--- src/rtl/multicycle_control.sv ---
// ----------------------------------------------------------------------------
// multicycle_control
//   Multi-cycle instruction sequencer. It steps each instruction through
//   FETCH / DECODE / EXECUTE / MEMORY / WRITEBACK, stalls on the memory-ready
//   handshake, traps bus timeouts into a sticky ERROR state, stops in a
//   sticky HALT state and counts retired instructions (saturating).
//
// Ports
//   clk_i, rst_i       clock, synchronous active-high reset
//   opCode_i           IR opcode, sampled in DECODE only
//   zero_i             ALU zero flag, sampled in BRANCH
//   memReady_i         memory completes the current read/write this cycle
//   pcWrite_o .. pcSource_o   datapath mux selects and write strobes,
//                      decoded from the current state
//   halted_o           sticky, HALT executed
//   busError_o         sticky, memory timeout
//   instrCount_o       retired-instruction count, saturating
//   state_o            current state code (debug)
// ----------------------------------------------------------------------------
module multicycle_control #(
    parameter int unsigned OPCODE_W    = 4,
    parameter int unsigned ALUOP_W     = 4,
    parameter int unsigned MEM_TIMEOUT = 16,
    parameter int unsigned CNT_W       = 16
) (
    input  logic                clk_i,
    input  logic                rst_i,
    input  logic [OPCODE_W-1:0] opCode_i,
    input  logic                zero_i,
    input  logic                memReady_i,
    output logic                pcWrite_o,
    output logic                irWrite_o,
    output logic                iorD_o,
    output logic                memRead_o,
    output logic                memWrite_o,
    output logic                regDst_o,
    output logic                memToReg_o,
    output logic                regWrite_o,
    output logic                aluSrcA_o,
    output logic [1:0]          aluSrcB_o,
    output logic [ALUOP_W-1:0]  aluOp_o,
    output logic [1:0]          pcSource_o,
    output logic                halted_o,
    output logic                busError_o,
    output logic [CNT_W-1:0]    instrCount_o,
    output logic [3:0]          state_o
);

    localparam int unsigned WAIT_W = (MEM_TIMEOUT > 1) ? $clog2(MEM_TIMEOUT + 1) : 1;

    typedef enum logic [3:0] {
        S_IDLE     = 4'd0,
        S_FETCH    = 4'd1,
        S_DECODE   = 4'd2,
        S_MEM_ADDR = 4'd3,
        S_MEM_RD   = 4'd4,
        S_MEM_WR   = 4'd5,
        S_WB_MEM   = 4'd6,
        S_EXEC_R   = 4'd7,
        S_WB_R     = 4'd8,
        S_EXEC_I   = 4'd9,
        S_WB_I     = 4'd10,
        S_BRANCH   = 4'd11,
        S_JUMP     = 4'd12,
        S_HALT     = 4'd13,
        S_ERROR    = 4'd14
    } state_e;

    localparam logic [3:0] OP_R    = 4'h0;
    localparam logic [3:0] OP_LW   = 4'h1;
    localparam logic [3:0] OP_BEQ  = 4'h2;
    localparam logic [3:0] OP_ORI  = 4'h3;
    localparam logic [3:0] OP_SW   = 4'h4;
    localparam logic [3:0] OP_ANDI = 4'h5;
    localparam logic [3:0] OP_ADDI = 4'h6;
    localparam logic [3:0] OP_SLTI = 4'h7;
    localparam logic [3:0] OP_J    = 4'h8;
    localparam logic [3:0] OP_HALT = 4'hF;

    state_e              state_q, state_d;
    logic [3:0]          op_q, op_d;
    logic [WAIT_W-1:0]   wait_q, wait_d;
    logic [CNT_W-1:0]    cnt_q, cnt_d;
    logic                halted_q, halted_d;
    logic                busError_q, busError_d;

    logic [3:0]          op_lo;
    logic                op_wide;
    logic                timeout_hit;
    logic                retire;
    logic [ALUOP_W-1:0]  alu_imm;

    // Opcodes with any bit set above the 4-bit map decode as NOP.
    assign op_lo = opCode_i[3:0];
    generate
        if (OPCODE_W > 4) begin : g_wide
            assign op_wide = |opCode_i[OPCODE_W-1:4];
        end else begin : g_narrow
            assign op_wide = 1'b0;
        end
    endgenerate

    // The current wait cycle is the last one allowed before the trap.
    assign timeout_hit = (MEM_TIMEOUT != 0) && (wait_q == WAIT_W'(MEM_TIMEOUT - 1));

    // Immediate ALU function from the opcode latched in DECODE.
    always_comb begin
        alu_imm = ALUOP_W'(4'b1000);
        case (op_q)
            OP_ORI:  alu_imm = ALUOP_W'(4'b1011);
            OP_ANDI: alu_imm = ALUOP_W'(4'b1010);
            OP_SLTI: alu_imm = ALUOP_W'(4'b1111);
            default: alu_imm = ALUOP_W'(4'b1000);
        endcase
    end

    // Next-state, wait counter and opcode capture.
    always_comb begin
        state_d = state_q;
        wait_d  = '0;
        op_d    = op_q;
        case (state_q)
            S_IDLE:     state_d = S_FETCH;
            S_FETCH, S_MEM_RD, S_MEM_WR: begin
                if (memReady_i) begin
                    if (state_q == S_FETCH)      state_d = S_DECODE;
                    else if (state_q == S_MEM_RD) state_d = S_WB_MEM;
                    else                          state_d = S_FETCH;
                end else if (timeout_hit) begin
                    state_d = S_ERROR;
                end else if (MEM_TIMEOUT != 0) begin
                    wait_d = wait_q + WAIT_W'(1);
                end
            end
            S_DECODE: begin
                op_d    = op_lo;
                state_d = S_FETCH;
                if (!op_wide) begin
                    case (op_lo)
                        OP_R:                             state_d = S_EXEC_R;
                        OP_LW, OP_SW:                     state_d = S_MEM_ADDR;
                        OP_BEQ:                           state_d = S_BRANCH;
                        OP_ORI, OP_ANDI, OP_ADDI, OP_SLTI: state_d = S_EXEC_I;
                        OP_J:                             state_d = S_JUMP;
                        OP_HALT:                          state_d = S_HALT;
                        default:                          state_d = S_FETCH;
                    endcase
                end
            end
            S_MEM_ADDR: state_d = (op_q == OP_SW) ? S_MEM_WR : S_MEM_RD;
            S_WB_MEM:   state_d = S_FETCH;
            S_EXEC_R:   state_d = S_WB_R;
            S_WB_R:     state_d = S_FETCH;
            S_EXEC_I:   state_d = S_WB_I;
            S_WB_I:     state_d = S_FETCH;
            S_BRANCH:   state_d = S_FETCH;
            S_JUMP:     state_d = S_FETCH;
            S_HALT:     state_d = S_HALT;
            S_ERROR:    state_d = S_ERROR;
            default:    state_d = S_IDLE;
        endcase

        retire     = (state_d == S_FETCH) && (state_q != S_FETCH) && (state_q != S_IDLE);
        cnt_d      = (retire && (cnt_q != '1)) ? cnt_q + CNT_W'(1) : cnt_q;
        halted_d   = halted_q | (state_d == S_HALT);
        busError_d = busError_q | (state_d == S_ERROR);
    end

    always_ff @(posedge clk_i) begin
        if (rst_i) begin
            state_q    <= S_IDLE;
            op_q       <= '0;
            wait_q     <= '0;
            cnt_q      <= '0;
            halted_q   <= 1'b0;
            busError_q <= 1'b0;
        end else begin
            state_q    <= state_d;
            op_q       <= op_d;
            wait_q     <= wait_d;
            cnt_q      <= cnt_d;
            halted_q   <= halted_d;
            busError_q <= busError_d;
        end
    end

    // Datapath controls decoded from state; only memory completion uses memReady.
    always_comb begin
        pcWrite_o  = 1'b0;
        irWrite_o  = 1'b0;
        iorD_o     = 1'b0;
        memRead_o  = 1'b0;
        memWrite_o = 1'b0;
        regDst_o   = 1'b0;
        memToReg_o = 1'b0;
        regWrite_o = 1'b0;
        aluSrcA_o  = 1'b0;
        aluSrcB_o  = 2'b00;
        aluOp_o    = '0;
        pcSource_o = 2'b00;
        case (state_q)
            S_FETCH: begin
                memRead_o = 1'b1;
                aluSrcB_o = 2'b01;
                aluOp_o   = ALUOP_W'(4'b1000);
                irWrite_o = memReady_i;
                pcWrite_o = memReady_i;
            end
            S_DECODE: begin
                aluSrcB_o = 2'b11;
                aluOp_o   = ALUOP_W'(4'b1000);
            end
            S_MEM_ADDR: begin
                aluSrcA_o = 1'b1;
                aluSrcB_o = 2'b10;
                aluOp_o   = ALUOP_W'(4'b1000);
            end
            S_MEM_RD: begin
                memRead_o = 1'b1;
                iorD_o    = 1'b1;
            end
            S_MEM_WR: begin
                memWrite_o = 1'b1;
                iorD_o     = 1'b1;
            end
            S_WB_MEM: begin
                regWrite_o = 1'b1;
                memToReg_o = 1'b1;
            end
            S_EXEC_R:   aluSrcA_o = 1'b1;
            S_WB_R: begin
                regWrite_o = 1'b1;
                regDst_o   = 1'b1;
            end
            S_EXEC_I: begin
                aluSrcA_o = 1'b1;
                aluSrcB_o = 2'b10;
                aluOp_o   = alu_imm;
            end
            S_WB_I: begin
                regWrite_o = 1'b1;
                aluOp_o    = alu_imm;
            end
            S_BRANCH: begin
                aluSrcA_o  = 1'b1;
                aluOp_o    = ALUOP_W'(4'b1001);
                pcSource_o = 2'b01;
                pcWrite_o  = zero_i;
            end
            S_JUMP: begin
                pcSource_o = 2'b10;
                pcWrite_o  = 1'b1;
            end
            default: ;
        endcase
    end

    assign halted_o     = halted_q;
    assign busError_o   = busError_q;
    assign instrCount_o = cnt_q;
    assign state_o      = 4'(state_q);

endmodule

--- config.mk ---
export PLATFORM = sky130hd
export DESIGN_NAME = multicycle_control
export DESIGN_NICKNAME = d
export VERILOG_FILES = /design/src/rtl/multicycle_control.sv
export SDC_FILE = /design/constraint.sdc
export NUM_CORES = 1
export LEC_CHECK = 0
export CELL_PAD_IN_SITES_DETAIL_PLACEMENT = 0
export CELL_PAD_IN_SITES_GLOBAL_PLACEMENT = 1
export CORE_MARGIN = 4
export CORE_UTILIZATION = 39
export CTS_BUF_LIST = sky130_fd_sc_hd__clkbuf_16
export CTS_CLUSTER_DIAMETER = 120
export DETAILED_ROUTE_END_ITERATION = 8
export PLACE_DENSITY_LB_ADDON = 0.15
export REMOVE_ABC_BUFFERS = 1
export SETUP_SLACK_MARGIN = 0.5
export SLEW_MARGIN = 10
export SYNTH_ARGS = -nofsm -noshare
export SYNTH_HDL_FRONTEND = slang
export SYNTH_SLANG_ARGS = --single-unit
--- constraint.sdc ---
create_clock -name clk_i -period 4.65 [get_ports clk_i]
set_clock_uncertainty 0.2 [all_clocks]
set_input_delay 1.395 -clock clk_i [delete_from_list [all_inputs] [get_ports clk_i]]
set_output_delay 1.395 -clock clk_i [all_outputs]
set_load 0.1 [all_outputs]
==> out/results.ini, run 1 <==
[worst_setup_path]
required_ns=3.05
cp_data_arrival_time_ns=2.42
timing.rr.end=instrCount_o[11]$_SDFFE_PP0P_
timing.rr.start=wait_q[0]$_SDFF_PP0_
crit_path_end_kind=output port
path_cells=dlygate4sd2_1 > and3_2 > a211o_1 > buf_12
crit_type=in -> out
rr_worst_depth=10
worst_path_max_delay_cell=dlygate4sd2_1
timing.critical_path.buf_inv=2
max_stage_delay_ns=0.31
startpoint_type=input pin
crit_path_max_fanout=8
cp_top_family=buffers and inverters
r2r_slack_ns=1.43

[status]
status=finished clean

[global_route]
grt_usage_pct=16.26
grt_overflow=0
grt_pass1_wl_mm=8.148
grt_pass1_vias=1776
grt_max_degree=26
antenna_found_initial=0

[yosys]
synth-main-ff-cell=dfxtp_1
synth_warnings=0
synth_enable_flop_cells=0
yosysSeqAreaShare_pct=32.67
syn_avg_cell_area_um2=8.152
syn-instance-count=233
synth_area_um2=1899
async_reset_ff_share_pct=0
synth.distinct_cells=55
ys_ff_latch=31

[placed_design]
dp_hpwl_mm=3.285
port_buffers=46
gp_congestion=0.7307
place_ws_ns=0.3964

[power]
max-vdd-ir-drop_mv=0.1548
p_leak_nw=0.9648
power.density_nw_per_um2=332.1
power.total_mw=0.8328

[cells_and_area]
layout_commonest_cell=dfxtp_1
areaGrowthSynthToFinish_pct=32.02
drive_gt1_share_pct=14.49
final_cell_mix=dfxtp_1, nor2_1, clkdlybuf4s50_1
final_util_pct=53.09
n_antenna_cell=0
final_nets=286

[routing]
viasPerCell=5.254
drt_pass1_iterations=4
drc=0
ant_nets=0
initialDrtViolationCount=98
wl_per_cell_um=13.23
num_vias=1802
routed_wl_mm=4.537

[floorplan]
die_y_um=77.79
core-area_um2=4723
die_area_um2=6051
start_util_pct=40.21
rows=25
fp.dieW_um=77.79
io-pin-count=47

[timing]
rsz0062_at_grt=false
hold_violations=0
max_slew_margin_pct=34.89
drv_slew=0
worst_slew_pin_slew_ns=0.9736
hold_ws_ns=0.2532
setup_tns_ns=0
setup_slack_ns=0.6381
fmax_ghz=0.2493
setup_viol=0
fin_crit_ns=4.012
period_share_pct=86.28

[min_path]
min_path_cells=1
hp-start=wait_q[0]$_SDFF_PP0_
min_to=wait_q[0]$_SDFF_PP0_
hold_class=reg -> reg

[clock_network]
clk_path_buf_depth=2
tritoncts=built
htree_levels=2
root_buffer=clkbuf_16
hold_buffers=0
clock-sinks=31
cts_buffers=5
clock_latency_ns=0.27
clk_pin_slew_ns=0.05

[run]
maxCapViolations=0

-- sequential cells by signal, indices dropped and copies added (netlist names) --
signal / count
busError_o: 1
wait_q: 5
op_q: 4
halted_o: 1
state_o: 4
instrCount_o: 16
-- repair_timing --
action | 4_1_cts | 5_1_grt
setup buffers | 0 | 0
pin swaps | 0 | 0
setup endpoints to repair | 1 | 1
resized for setup | 1 | 1
-- final cells by class --
class | count | area, um2
fillers | 456 | 2216
multi-input cells | 183 | 1189
clock inverters | 3 | 11.26
repair buffers | 50 | 461.7
flip-flops and latches | 31 | 621.8
clock buffers | 5 | 125.1
well taps | 67 | 83.83
inverters | 4 | 15.01
-- through the flow --
stage	instance area, um2	instances
floorplan	1824	218
global placement	2371	335
detailed placement	2371	335
CTS	2506	343
global route	2507	343
finish	2507	343
-- per-layer routing --
layer / routed length, um / part of all wire, % / vias up / track usage [%]
met4: 19 / 0.42 / 0 / 4.270
li1: - / - / 941 / -
met2: 2062 / 45 / 41 / 25.86
met1: 2262 / 50 / 818 / 21.59
met5: 0 / 0 / - / 0
met3: 193 / 4.3 / 2 / 4.408
-- report_power, final --
part / switching, mW / internal, mW
Combinational: 0.185 / 0.0651
Sequential: 0.0129 / 0.273
Clock: 0.105 / 0.192
Total: 0.303 / 0.530
-- worst max-delay path by stage --
stage / end / slack (ns) / start / depth (start not counted)
after floorplan: pcWrite_o / -1.42 / state_o[3]$_SDFF_PP0_ / 3
after global placement: pcWrite_o / 0.39 / memReady_i / 4
after detailed placement: instrCount_o[11]$_SDFFE_PP0P_ / 0.40 / memReady_i / 8
after CTS: pcWrite_o / 0.64 / memReady_i / 4
after global routing: instrCount_o[11]$_SDFFE_PP0P_ / 0.61 / opCode_i[1] / 8
final: pcWrite_o / 0.64 / memReady_i / 4
-- cells in the mapped netlist (2+ instances only) --
cell type  count  area share (%)
nor2_1        29             5.7
and3b_1        2            0.92
o21a_1         2            0.79
or4b_1         2             1.1
mux2_1         7             4.2
dfxtp_1       31              33
inv_1          4            0.79
nand4_1        9             3.0
nor4_1         3            0.99
nand2b_1       6             2.0
nand3_1        5             1.3
o21ai_0        8             2.1
o221ai_1       2            0.92
or4_1          3             1.2
and3_1         7             2.3
nand3b_1       2            0.79
nor3b_1        2            0.79
a211oi_1       2            0.79
xnor2_1        2            0.92
nor3_1        10             2.6
buf_2          6             1.6
clkbuf_1       5            0.99
nor2b_1       10             3.3
o31ai_1        3             1.2
mux2i_1        5             2.6
a21oi_1       15             4.0
buf_1          2            0.40
nand2_1       10             2.0
nor4b_1        2            0.92
and4_1         4             1.8
xor2_1         2            0.92
or3_1          6             2.0
ha_1           3             2.0
-- logic make-up after synthesis --
logic type                 share of synthesized area, %
AOI/OAI and AO/OA                                 14.36
xor gates and xnor gates                          1.845
adders and majority gates                         2.504
buffers and inverters                             4.743
DFF                                               32.67
muxes                                             6.786
and+or+nand+nor                                   37.09
Power figures use the tool's default switching activity.
==> inputs of run 2 (changes only) <==
--- a/config.mk
+++ b/config.mk
@@ -8,11 +8,11 @@
 export CELL_PAD_IN_SITES_DETAIL_PLACEMENT = 0
 export CELL_PAD_IN_SITES_GLOBAL_PLACEMENT = 1
 export CORE_MARGIN = 4
-export CORE_UTILIZATION = 39
+export CORE_UTILIZATION = 36
 export CTS_BUF_LIST = sky130_fd_sc_hd__clkbuf_16
 export CTS_CLUSTER_DIAMETER = 120
 export DETAILED_ROUTE_END_ITERATION = 8
-export PLACE_DENSITY_LB_ADDON = 0.15
+export PLACE_DENSITY = 0.79
 export REMOVE_ABC_BUFFERS = 1
 export SETUP_SLACK_MARGIN = 0.5
 export SLEW_MARGIN = 10
==> constraint.sdc (replaced) <==
create_clock -name clk_i -period 4.5 [get_ports clk_i]
set_clock_uncertainty 0.2 [all_clocks]
set_input_delay 1.35 -clock clk_i [delete_from_list [all_inputs] [get_ports clk_i]]
set_output_delay 1.35 -clock clk_i [all_outputs]
set_load 0.1 [all_outputs]
==> out/results.ini, run 2 (same netlist as run 1, synthesis figures left out) <==
[clock_network]
clock_latency_ns=0.27  ; about the same
clk_path_buf_depth=2  ; unchanged
htree_levels=2  ; unchanged
clk_pin_slew_ns=0.05  ; about the same
root_buffer=clkbuf_16
clock-sinks=31  ; unchanged
cts_buffers=5  ; unchanged
tritoncts=built

[timing]
hold_violations=0  ; unchanged
fmax_ghz=0.2544
rsz0062_at_grt=false
fin_crit_ns=3.931
max_slew_margin_pct=34.18  ; -0.71 points
drv_slew=0  ; unchanged
worst_slew_pin_slew_ns=0.9842  ; +0.01066 ns
setup_tns_ns=0  ; unchanged
hold_ws_ns=0.2530  ; -0.0001920 ns
setup_viol=0  ; unchanged
period_share_pct=87.36

[routing]
viasPerCell=5.328  ; +1.4%
drt_pass1_iterations=4  ; unchanged
num_vias=1854  ; +2.9%
wl_per_cell_um=13.78  ; +4.2%
initialDrtViolationCount=74  ; -24%
ant_nets=0  ; unchanged
drc=0  ; unchanged
routed_wl_mm=4.796  ; +5.7%

[cells_and_area]
fillCellCount=519  ; +14%
final_nets=288  ; +0.70%
finalInstanceArea_um2=2525  ; +0.70%
drive_gt1_share_pct=14.75  ; +0.26 points
final-seq-area_um2=620.6  ; -0.20%
stdcell_count=348  ; +1.5%
multi_input_area_um2=1189  ; unchanged
layout_commonest_cell=dfxtp_1
areaGrowthSynthToFinish_pct=32.94
largest_reg_flops=16  ; unchanged
final_cell_mix=dfxtp_1, nor2_1, buf_4
n_antenna_cell=0  ; unchanged

[power]
power.total_mw=0.8687  ; +4.3%
p_leak_nw=0.9740  ; +0.95%
power.density_nw_per_um2=344.0  ; +3.6%
max-vdd-ir-drop_mv=0.2544  ; +64%

[floorplan]
rows=26  ; +4.0%
die_area_um2=6502  ; +7.5%
start_util_pct=37.19  ; -3.0 points
core-area_um2=5107  ; +8.1%
io-pin-count=47  ; unchanged
fp.dieW_um=80.64  ; +3.7%
die_y_um=80.64  ; +3.7%

[global_route]
grt_pass1_vias=1671  ; -5.9%
grt_pass1_wl_mm=7.852  ; -3.6%
grt_usage_pct=15.22  ; -1.0 points
grt_max_degree=34  ; +31%
grt_overflow=0  ; unchanged
antenna_found_initial=0  ; unchanged

[placed_design]
dp.cells=339  ; +1.2%
gp_congestion=0.7762  ; +6.2%
port_buffers=46  ; unchanged
dp_hpwl_mm=3.358  ; +2.2%
placement.cell_area_um2=2382  ; +0.47%

[worst_setup_path]
crit_type=in -> out
required_ns=2.95  ; -0.10 ns
cp_data_arrival_time_ns=2.38  ; -0.04 ns
startpoint_type=input pin
crit_path_end_kind=output port
crit_path_max_fanout=8  ; unchanged

[status]
status=finished clean

[min_path]
hold_class=reg -> reg

[run]
maxCapViolations=0  ; unchanged

-- run 2: changes by cell type in the layout (fill, tap and decap cells not counted), sizes merged --
cell / previous run / this run
buf: 25 / 27
-- run 2: critical path: stages --
cell and delay (ns):
dlygate4sd2_1 0.31, and3_2 0.23, a211o_1 0.31, buf_12 0.18
-- run 2: final timing paths --
kind | cells past startpoint | slack [ns] | startpoint | end
worst max register to register | 11 | 1.36 | wait_q[0]$_SDFF_PP0_ | instrCount_o[13]$_SDFFE_PP0P_
worst min-delay path | 1 | 0.25 | wait_q[0]$_SDFF_PP0_ | wait_q[0]$_SDFF_PP0_
worst min register to register | 1 | 0.25 | wait_q[0]$_SDFF_PP0_ | wait_q[0]$_SDFF_PP0_
worst max-delay path | 4 | 0.57 | memReady_i | pcWrite_o
-- run 2: timing repair --
| action | in CTS | in global routing |
|---|---|---|
| hold buffers | 0 | 0 |
| endpoints found under the setup margin | 1 | 1 |
| pin swaps | 0 | 1 |
| endpoints found under the hold margin | 0 | 0 |
| gates cloned | 0 | 0 |
| resized for setup | 1 | 0 |
| setup buffers | 0 | 1 |
-- run 2: power by group --
group / total (mW) / internal (mW) / switching (mW)
logic: 0.266 / 0.0687 / 0.197
registers: 0.292 / 0.282 / 0.00986
clock network: 0.311 / 0.199 / 0.113
total: 0.869 / 0.549 / 0.320
-- run 2: area by class of cell --
class | count | share of cell area [%]
Multi-Input combinational cell | 183 | 47.08
Sequential cell | 31 | 24.58
Timing Repair Buffer | 52 | 18.88
Clock buffer | 5 | 4.955
Tap cell | 70 | 3.469
Inverter | 4 | 0.5946
Clock inverter | 3 | 0.4460
-- run 2: through the flow --
step	utilization (%)	worst slack [ns]
2_1_floorplan	-	-1.529
3_3_place_gp	46.64	0.3487
3_5_place_dp	46.64	0.3001
4_1_cts	49.29	0.5664
5_1_grt	49.44	0.5342
6_report	49.44	0.5688
-- run 2: layer usage --
layer | vias up | wire length [um] | global-route usage (%)
li1 | 944 | - | -
met1 | 863 | 2342 | 19.92
met2 | 40 | 2153 | 24.59
met3 | 7 | 247 | 3.700
met4 | 0 | 53 | 4.561
met5 | - | 0 | 0
==> inputs of run 3 (changes only) <==
--- a/config.mk
+++ b/config.mk
@@ -8,11 +8,11 @@
 export CELL_PAD_IN_SITES_DETAIL_PLACEMENT = 0
 export CELL_PAD_IN_SITES_GLOBAL_PLACEMENT = 1
 export CORE_MARGIN = 4
-export CORE_UTILIZATION = 36
+export CORE_UTILIZATION = 39
 export CTS_BUF_LIST = sky130_fd_sc_hd__clkbuf_16
 export CTS_CLUSTER_DIAMETER = 120
 export DETAILED_ROUTE_END_ITERATION = 8
-export PLACE_DENSITY = 0.79
+export PLACE_DENSITY = 0.85
 export REMOVE_ABC_BUFFERS = 1
 export SETUP_SLACK_MARGIN = 0.5
 export SLEW_MARGIN = 10
==> constraint.sdc (replaced) <==
create_clock -name clk_i -period 4.68 [get_ports clk_i]
set_clock_uncertainty 0.2 [all_clocks]
set_input_delay 1.404 -clock clk_i [delete_from_list [all_inputs] [get_ports clk_i]]
set_output_delay 1.404 -clock clk_i [all_outputs]
set_load 0.1 [all_outputs]
==> out/results.ini, run 3 (same netlist as run 1, synthesis figures left out) <==
[min_path]
min_path_cells=1  ; unchanged
hp-start=wait_q[0]$_SDFF_PP0_
min_to=wait_q[0]$_SDFF_PP0_
hold_class=reg -> reg

[worst_setup_path]
required_ns=3.08  ; +0.13 ns
crit_type=in -> out
r2r_slack_ns=1.37  ; about the same
worst_path_max_delay_cell=clkdlybuf4s50_1
timing.critical_path.buf_inv=2  ; unchanged
path_cells=clkdlybuf4s50_1 > and3_2 > a211o_1 > buf_12
crit_path_end_kind=output port
timing.rr.start=wait_q[0]$_SDFF_PP0_
rr_worst_depth=9  ; -2
cp_data_arrival_time_ns=2.55  ; +0.17 ns
timing.rr.end=instrCount_o[9]$_SDFFE_PP0P_
crit_path_max_fanout=3  ; -5
startpoint_type=input pin
cp_top_family=buffers and inverters
max_stage_delay_ns=0.44  ; +0.13 ns

[global_route]
grt_pass1_wl_mm=8.079  ; +2.9%
grt_max_degree=24  ; -29%
grt_overflow=0  ; unchanged
grt_pass1_vias=1736  ; +3.9%
antenna_found_initial=0  ; unchanged
gr-usage-met2_pct=25.94  ; +1.4 points
grt-busiest-layer=met2
grt_use_met1_pct=21.32  ; +1.4 points
use_met3_pct=3.596  ; -0.10 points
grt_usage_pct=16.24  ; +1.0 points

[power]
p_int_mw=0.5298  ; -3.5%
pwr-share-comb_pct=30.8  ; +0.2 points
power.density_nw_per_um2=330.4  ; -4.0%
swShare_pct=36.65  ; -0.15 points
power.total_mw=0.8363  ; -3.7%
max-vdd-ir-drop_mv=0.1362  ; -46%
pwr-share-clk_pct=35.8  ; about the same
p_leak_nw=0.9802  ; +0.64%
p_sw_mw=0.3065  ; -4.1%
pwr-share-seq_pct=33.4  ; -0.2 points

[routing]
ant_nets=0  ; unchanged
viasPerCell=5.310  ; -0.33%
drc=0  ; unchanged
num_vias=1832  ; -1.2%
initialDrtViolationCount=106  ; +43%
drt_pass1_iterations=4  ; unchanged
wl_per_cell_um=13.66  ; -0.92%
routed_wl_mm=4.711  ; -1.8%

[cells_and_area]
layout_commonest_cell=dfxtp_1
n_antenna_cell=0  ; unchanged
areaGrowthSynthToFinish_pct=33.27
final_nets=288  ; unchanged
final_cell_mix=dfxtp_1, nor2_1, clkdlybuf4s50_1, buf_4, a21oi_1
largest_reg_flops=16  ; unchanged
final_util_pct=53.59  ; +4.2 points
stdcell_count=345  ; -0.86%
drive_gt1_share_pct=15.11  ; +0.36 points

[floorplan]
rows=25  ; -3.8%
die_y_um=77.79  ; -3.5%
io-pin-count=47  ; unchanged
fp.dieW_um=77.79  ; -3.5%
core-area_um2=4723  ; -7.5%
die_area_um2=6051  ; -6.9%
start_util_pct=40.21  ; +3.0 points

[clock_network]
clk_path_buf_depth=2  ; unchanged
cts_buffers=5  ; unchanged
clock_latency_ns=0.27  ; about the same
htree_levels=2  ; unchanged
root_buffer=clkbuf_16
post_cts_buffers=0  ; unchanged
clock-sinks=31  ; unchanged
clk_pin_slew_ns=0.05  ; about the same
tritoncts=built
hold_buffers=0  ; unchanged

[timing]
setup_tns_ns=0  ; unchanged
fmax_ghz=0.2410
max_slew_margin_pct=35.01  ; +0.83 points
worst_slew_pin_slew_ns=0.9718  ; -0.01237 ns
hold_violations=0  ; unchanged
rsz0062_at_grt=false
period_share_pct=88.66
hold_ws_ns=0.2464  ; -0.006672 ns
fin_crit_ns=4.149
setup_viol=0  ; unchanged
drv_slew=0  ; unchanged

[placed_design]
dp.cells=337  ; -0.59%
gp_congestion=0.7721  ; -0.53%
port_buffers=46  ; unchanged
dp_hpwl_mm=3.369  ; +0.32%

[run]
maxCapViolations=0  ; unchanged

[status]
status=finished clean

## run 3: stage by stage
stage               cell area, um2  setup WS, ns
floorplan                     1824        -1.403
detailed placement            2386        0.3875
global route                  2531        0.5043
finish                        2531        0.5306
CTS                           2524        0.5232
global placement              2386        0.4896
## run 3: timing repair
action | in CTS | in global routing
hold endpoints to repair | 0 | 0
gates resized for setup | 0 | 1
setup endpoints to repair | 0 | 2
## run 3: power by group through the flow
stage	Clock, mW	Sequential [mW]	Combinational, mW
finish	0.299	0.279	0.258
global route	0.319	0.281	0.273
CTS	0.309	0.279	0.255
detailed placement	0	0.285	0.255
global placement	0	0.285	0.254
floorplan	0	0.323	0.146
## run 3: area by class of cell
cell class | instances | area, um2
Fill cell | 482 | 2192
Multi-Input combinational cell | 183 | 1196
Timing Repair Buffer | 52 | 478.0
Inverter | 4 | 15.01
Clock inverter | 3 | 12.51
Tap cell | 67 | 83.83
Clock buffer | 5 | 125.1
Sequential cell | 31 | 620.6
## run 3: how the worst max path moves through the flow
stage                          start                             to  slack, ns  cells past startpoint
2_1_floorplan  state_o[3]$_SDFF_PP0_                      pcWrite_o      -1.40                      3
3_3_place_gp              memReady_i  instrCount_o[11]$_SDFFE_PP0P_       0.49                      7
3_5_place_dp             opCode_i[1]   instrCount_o[9]$_SDFFE_PP0P_       0.39                      7
4_1_cts                   memReady_i                      pcWrite_o       0.52                      4
5_1_grt                   memReady_i                      pcWrite_o       0.50                      4
6_report                  memReady_i                      pcWrite_o       0.53                      4
## run 3: metal layers
| metal | wire length (um) | vias to the layer above |
|---|---|---|
| met4 | 65 | 0 |
| met5 | 0 | - |
| met2 | 2143 | 36 |
| li1 | - | 937 |
| met3 | 201 | 6 |
| met1 | 2300 | 853 |
